`config.mk`:
```
export PLATFORM = sky130hd
export DESIGN_NAME = branch_tracker
export DESIGN_NICKNAME = d
export VERILOG_FILES = /design/src/rtl/branch_tracker.sv
export SDC_FILE = /design/constraint.sdc
export NUM_CORES = 1
export LEC_CHECK = 0
export ABC_AREA = 1
export CAP_MARGIN = 20
export CORE_MARGIN = 5
export CORE_UTILIZATION = 47
export CTS_CLUSTER_DIAMETER = 120
export DETAILED_ROUTE_END_ITERATION = 12
export GPL_ROUTABILITY_DRIVEN = 1
export PLACE_DENSITY = 0.73
export SETUP_SLACK_MARGIN = 0.05
export SYNTH_ARGS = -nofsm -noshare
export SYNTH_HDL_FRONTEND = slang
export SYNTH_SLANG_ARGS = --single-unit
```
`constraint.sdc`:
```
create_clock -name clk -period 1.7 [get_ports clk]
set_input_delay 0.34 -clock clk [delete_from_list [all_inputs] [get_ports clk]]
set_output_delay 0.34 -clock clk [all_outputs]
set_load 0.1 [all_outputs]
```
`src/rtl/branch_tracker.sv`:
```
// Fetch/execute-side tracker for the 2-bit branch predictor: issues prediction
// requests, buffers in-flight predictions, resolves them and keeps statistics.
module branch_tracker #(
  parameter int DEPTH = 4,
  parameter int CNT_W = 16
) (
  input  logic                     clk,
  input  logic                     rst,
  input  logic                     br_issue,
  output logic                     issue_ready,
  output logic                     request,
  input  logic                     prediction,
  output logic                     pred_valid,
  output logic                     pred_taken,
  input  logic                     br_resolve,
  input  logic                     br_actual,
  output logic                     result,
  output logic                     taken,
  output logic                     mispredict,
  output logic                     resolve_err,
  output logic [$clog2(DEPTH):0]   inflight,
  output logic [CNT_W-1:0]         branch_cnt,
  output logic [CNT_W-1:0]         mispred_cnt
);

  localparam int AW = $clog2(DEPTH);
  localparam int CW = AW + 1;

  logic             r_fifo [DEPTH];
  logic [AW-1:0]    r_wr_ptr;
  logic [AW-1:0]    r_rd_ptr;
  logic [CW-1:0]    r_count;
  logic             r_pending;
  logic             r_result;
  logic             r_taken;
  logic             r_mispredict;
  logic             r_resolve_err;
  logic [CNT_W-1:0] r_branch_cnt;
  logic [CNT_W-1:0] r_mispred_cnt;

  logic [CW-1:0]    w_occupancy;
  logic             w_ready;
  logic             w_res_ok;
  logic             w_head;
  logic             w_flush;
  logic             w_pop;
  logic             w_push;

  // A pending request already owns a slot, so it counts toward occupancy.
  assign w_occupancy = r_count + CW'(r_pending);
  assign w_ready     = (w_occupancy < CW'(DEPTH));
  assign issue_ready = w_ready & ~rst;
  assign request     = br_issue & issue_ready;

  assign pred_valid  = r_pending;
  assign pred_taken  = r_pending & prediction;
  assign inflight    = w_occupancy;

  assign w_res_ok = br_resolve & (r_count != '0);
  assign w_head   = r_fifo[r_rd_ptr];
  assign w_flush  = w_res_ok & (w_head != br_actual);
  assign w_pop    = w_res_ok & ~w_flush;
  assign w_push   = r_pending & ~w_flush;

  always_ff @(posedge clk) begin
    if (w_push) begin
      r_fifo[r_wr_ptr] <= prediction;
    end
  end

  always_ff @(posedge clk or posedge rst) begin
    if (rst) begin
      r_wr_ptr  <= '0;
      r_rd_ptr  <= '0;
      r_count   <= '0;
      r_pending <= 1'b0;
    end else if (w_flush) begin
      // Everything younger than the mispredicted branch is on the wrong path.
      r_wr_ptr  <= '0;
      r_rd_ptr  <= '0;
      r_count   <= '0;
      r_pending <= 1'b0;
    end else begin
      r_pending <= request;
      if (w_push) begin
        r_wr_ptr <= r_wr_ptr + 1'b1;
      end
      if (w_pop) begin
        r_rd_ptr <= r_rd_ptr + 1'b1;
      end
      case ({w_push, w_pop})
        2'b10:   r_count <= r_count + 1'b1;
        2'b01:   r_count <= r_count - 1'b1;
        default: r_count <= r_count;
      endcase
    end
  end

  always_ff @(posedge clk or posedge rst) begin
    if (rst) begin
      r_result      <= 1'b0;
      r_taken       <= 1'b0;
      r_mispredict  <= 1'b0;
      r_resolve_err <= 1'b0;
      r_branch_cnt  <= '0;
      r_mispred_cnt <= '0;
    end else begin
      r_result      <= w_res_ok;
      r_taken       <= w_res_ok & br_actual;
      r_mispredict  <= w_flush;
      r_resolve_err <= br_resolve & (r_count == '0);
      if (w_res_ok && (r_branch_cnt != '1)) begin
        r_branch_cnt <= r_branch_cnt + 1'b1;
      end
      if (w_flush && (r_mispred_cnt != '1)) begin
        r_mispred_cnt <= r_mispred_cnt + 1'b1;
      end
    end
  end

  assign result      = r_result;
  assign taken       = r_taken;
  assign mispredict  = r_mispredict;
  assign resolve_err = r_resolve_err;
  assign branch_cnt  = r_branch_cnt;
  assign mispred_cnt = r_mispred_cnt;

endmodule
```
==> results.md <==
* Launching element type of the critical path: flop
* Setup TNS at -1.47 ns
* Setup WS post-layout at -0.396 ns
* Worst r2r dst: r_count[2]
* Fin. max-slew vios at 0
* Clk pin slew, worst setup/hold paths at 0.09 ns
* Warnings from Yosys at 0
* Die width at 85.4 µm
* Leak Pwr at 2.03 nW
* Post-synth cell types at 32
* Io pins at 49
* Run status: finished with violations
* XOR/XNOR share of the synthesized area at 9.84%
* Yosys top cell area share at 41.2%
* Dominant synthesized flop cell: dfrtp_1
* Synth async-reset ratio at 91.7%
* Compound-gate portion of the synthesized area at 3.37%
* Cts bufs inserted at 5
* Internal Power at 4.09 mW
* Total power at 8.06 mW
* Sequential fraction of the synthesis area at 45.7%
* Die H at 85.4 µm
* GRT overflow at 0
* Share of cells above drive strength 1 at 47.4%
* # nets final at 434
* Combinational power share at 66.5%
* Gpl congestion at 0.894
* Synthesized-area fraction occupied by and/or/nand/nor cells at 29.4%
* #FFs+latches synth at 48
* WP data arrival at 1.76 ns
* Mapped Nets at 329
* Final wirelength at 6950 µm
* Setup violators final at 6
* CTS root buffer: clkbuf_8
* First-pass GRT wire length at 11,000 µm
* Routed WL per cell at 14.1 µm
* RSZ-0062 raised after global routing: true
* Fin crit period at 2.10 ns
* Fmax at 477 MHz
* Vias in the first global route at 2,357
* Pin count of the biggest net entering global routing at 30
* Switching share of power at 49.3%
* Post-synth EDFFs at 4
* Hold_buf cts at 0
* Core box area at 5510 µm²
* H-tree Lvls at 2
* Initial Util at 48.5%
* Setup CP Type: reg -> out
* CP endpoint kind: output port
* Design area at 4520 µm²
* Main combinational cell family by area after synthesis: simple AND/OR/NAND/NOR gates
* Post-synth top cells: nand2_1 (91), dfrtp_1 (44), inv_1 (34)
* HP Class: in -> async
* Max-slew headroom at 74.1%
* Power per cell area at 1780 nW/µm²
* Worst flop-to-flop path startpoint: r_rd_ptr[0]
* Sw power at 3.98 mW
* Clock power frac at 10.2%
* Vias at 2,436
* Antenna Nets Post-Route at 0
* Synth Instances at 314
* Diodes inserted at 0
* Maxcap violations at 0
* Failing checks: setup timing
* Initial antenna violation count at 0
* Dominant cells by area after synthesis: dfrtp_1 (41%), nand2_1 (13%), xor2_1 (7.5%), inv_1 (4.8%), edfxtp_1 (4.5%)
* Syn avg cell area at 8.51 µm²
* Pre-antenna DRT Iters at 5
* Drt drc at 0
* Latest clock arrival within the worst-skew pair at 0.30 ns
* Row cnt at 27
* Dpl cell area at 4100 µm²
* Worst Path Max Fanout at 3
* Vias per inst at 4.95
* Mux share of post-synthesis cell area at 0%
* Initial DRC Count at 125
* Seq pwr share at 23.3%
* Clk sink count at 48
* FF-to-FF path depth at 15
* Worst Max-Slew Pin Slew at 0.385 ns
* Worst Skew at 0.00548 ns
* FILL cells at 294
* Most frequent cell after synthesis: nand2_1
* Worst EP required at 1.36 ns
* DPL Wire Length at 4980 µm
* CTS tree: built
* Cell taking the most area after synthesis: dfrtp_1
* Cell area after synthesis at 2670 µm²
* All-Layer GR Usage at 18.7%
* Synth Area in Adders at 4.50%
* Fin crit share at 123%
* Final hold violation count at 0
* Clk buf depth at 2
* Worst reg-to-reg setup slack at -0.24 ns
* Maximum VDD drop at 1.39 mV
* Area Overhead vs Synth at 69.4%
* Port Buf Inserts at 48
* Die area at 7290 µm²
## critical path: stages (launching register included)
cell and delay (ns):
dfrtp_4 0.50, ha_4 0.17, ha_4 0.16, xor2_4 0.16
nor3b_4 0.24, buf_12 0.21
## cell type report
type / instances / area (µm²) / area share, %
well taps: 72 / 90.1 / 1.99
repair buffers: 101 / 1370 / 30.2
clock buffers: 7 / 76.3 / 1.69
inverters: 39 / 173 / 3.82
flip-flops and latches: 48 / 1300 / 28.7
clock inverters: 1 / 30.0 / 0.664
multi-input cells: 224 / 1490 / 32.9
## layout by cell type (no fill, tap or decap), types with 2 or more instances in the layout
cell type | Yosys | final
nand2_1 | 91 | 78
buf_12 | 0 | 44
buf_4 | 1 | 41
inv_1 | 34 | 26
nor2_1 | 31 | 24
xor2_1 | 23 | 22
dfrtp_2 | 0 | 18
dfrtp_4 | 0 | 15
nand2_2 | 3 | 14
nand3_1 | 16 | 11
dfrtp_1 | 44 | 11
buf_6 | 1 | 10
xnor2_1 | 7 | 7
o21ai_0 | 12 | 7
nor3_1 | 9 | 7
nand4_1 | 6 | 6
nor2_4 | 3 | 6
inv_2 | 2 | 6
nand3_2 | 2 | 6
nor2_2 | 1 | 5
clkbuf_8 | 0 | 5
clkdlybuf4s50_1 | 0 | 5
o21ai_2 | 2 | 4
ha_4 | 0 | 4
ha_1 | 8 | 4
edfxtp_1 | 4 | 4
inv_6 | 1 | 3
nand2_4 | 3 | 3
o21ai_1 | 0 | 3
nand2_8 | 0 | 2
nand3_4 | 1 | 2
clkbuf_1 | 0 | 2
## routing by layer
| metal | track usage [%] | up-vias | wire (µm) |
|---|---|---|---|
| li1 | - | 1202 | - |
| met1 | 22.5 | 1157 | 2760 |
| met2 | 33.3 | 68 | 3730 |
| met3 | 4.76 | 9 | 372 |
| met4 | 4.89 | 0 | 91 |
| met5 | 0 | - | 0 |
## power groups by stage
stage | sequential, mW | clock (mW) | combinational [mW]
global placement | 1.88 | 0 | 4.76
global route | 1.93 | 0.876 | 5.66
CTS | 1.88 | 0.820 | 5.03
detailed placement | 1.90 | 0 | 4.85
floorplan | 3.23 | 0 | 1.69
finish | 1.88 | 0.819 | 5.36
## timing repair
| action | 4_1_cts | 5_1_grt |
|---|---|---|
| setup buffers | 9 | 11 |
| cloned | 0 | 0 |
| gates resized for setup | 16 | 39 |
| setup endpoints to repair | 23 | 37 |
| pin swaps | 7 | 13 |
## cell families after synthesis
kind of cell	Yosys count
simple gates	169
compound gates	16
flops	48
fa+ha+maj	9
buf+inv	42
xor+xnor	30
## sequential cells by signal, summed over array words and instances (netlist names)
| name | count |
|---|---|
| mispred_cnt | 16 |
| r_rd_ptr | 2 |
| mispredict | 1 |
| pred_valid | 1 |
| resolve_err | 1 |
| r_fifo | 4 |
| r_count | 3 |
| result | 1 |
| r_wr_ptr | 2 |
| taken | 1 |
| branch_cnt | 16 |
## metrics by stage
stage | cells | hold slack, ns | util (%) | setup slack, ns
after floorplan | 314 | 0.439 | - | -0.860
after global placement | 466 | 0.525 | 74.4 | -0.351
after detailed placement | 466 | 0.529 | 74.4 | -0.432
after CTS | 482 | 0.493 | 78.7 | -0.394
after global routing | 492 | 0.513 | 82.2 | -0.447
final | 492 | 0.476 | 82.2 | -0.396
## worst max path at each step
stage                     slack [ns]        from  cells past startpoint          to
final                          -0.40  pred_valid                      5     request
after global routing           -0.45  pred_valid                      5     request
after CTS                      -0.39  pred_valid                      5     request
after detailed placement       -0.43   br_actual                     13  r_count[2]
after global placement         -0.35   br_actual                     13  r_count[2]
after floorplan                -0.86  pred_valid                      4     request
(Power assumes the default switching activity.)
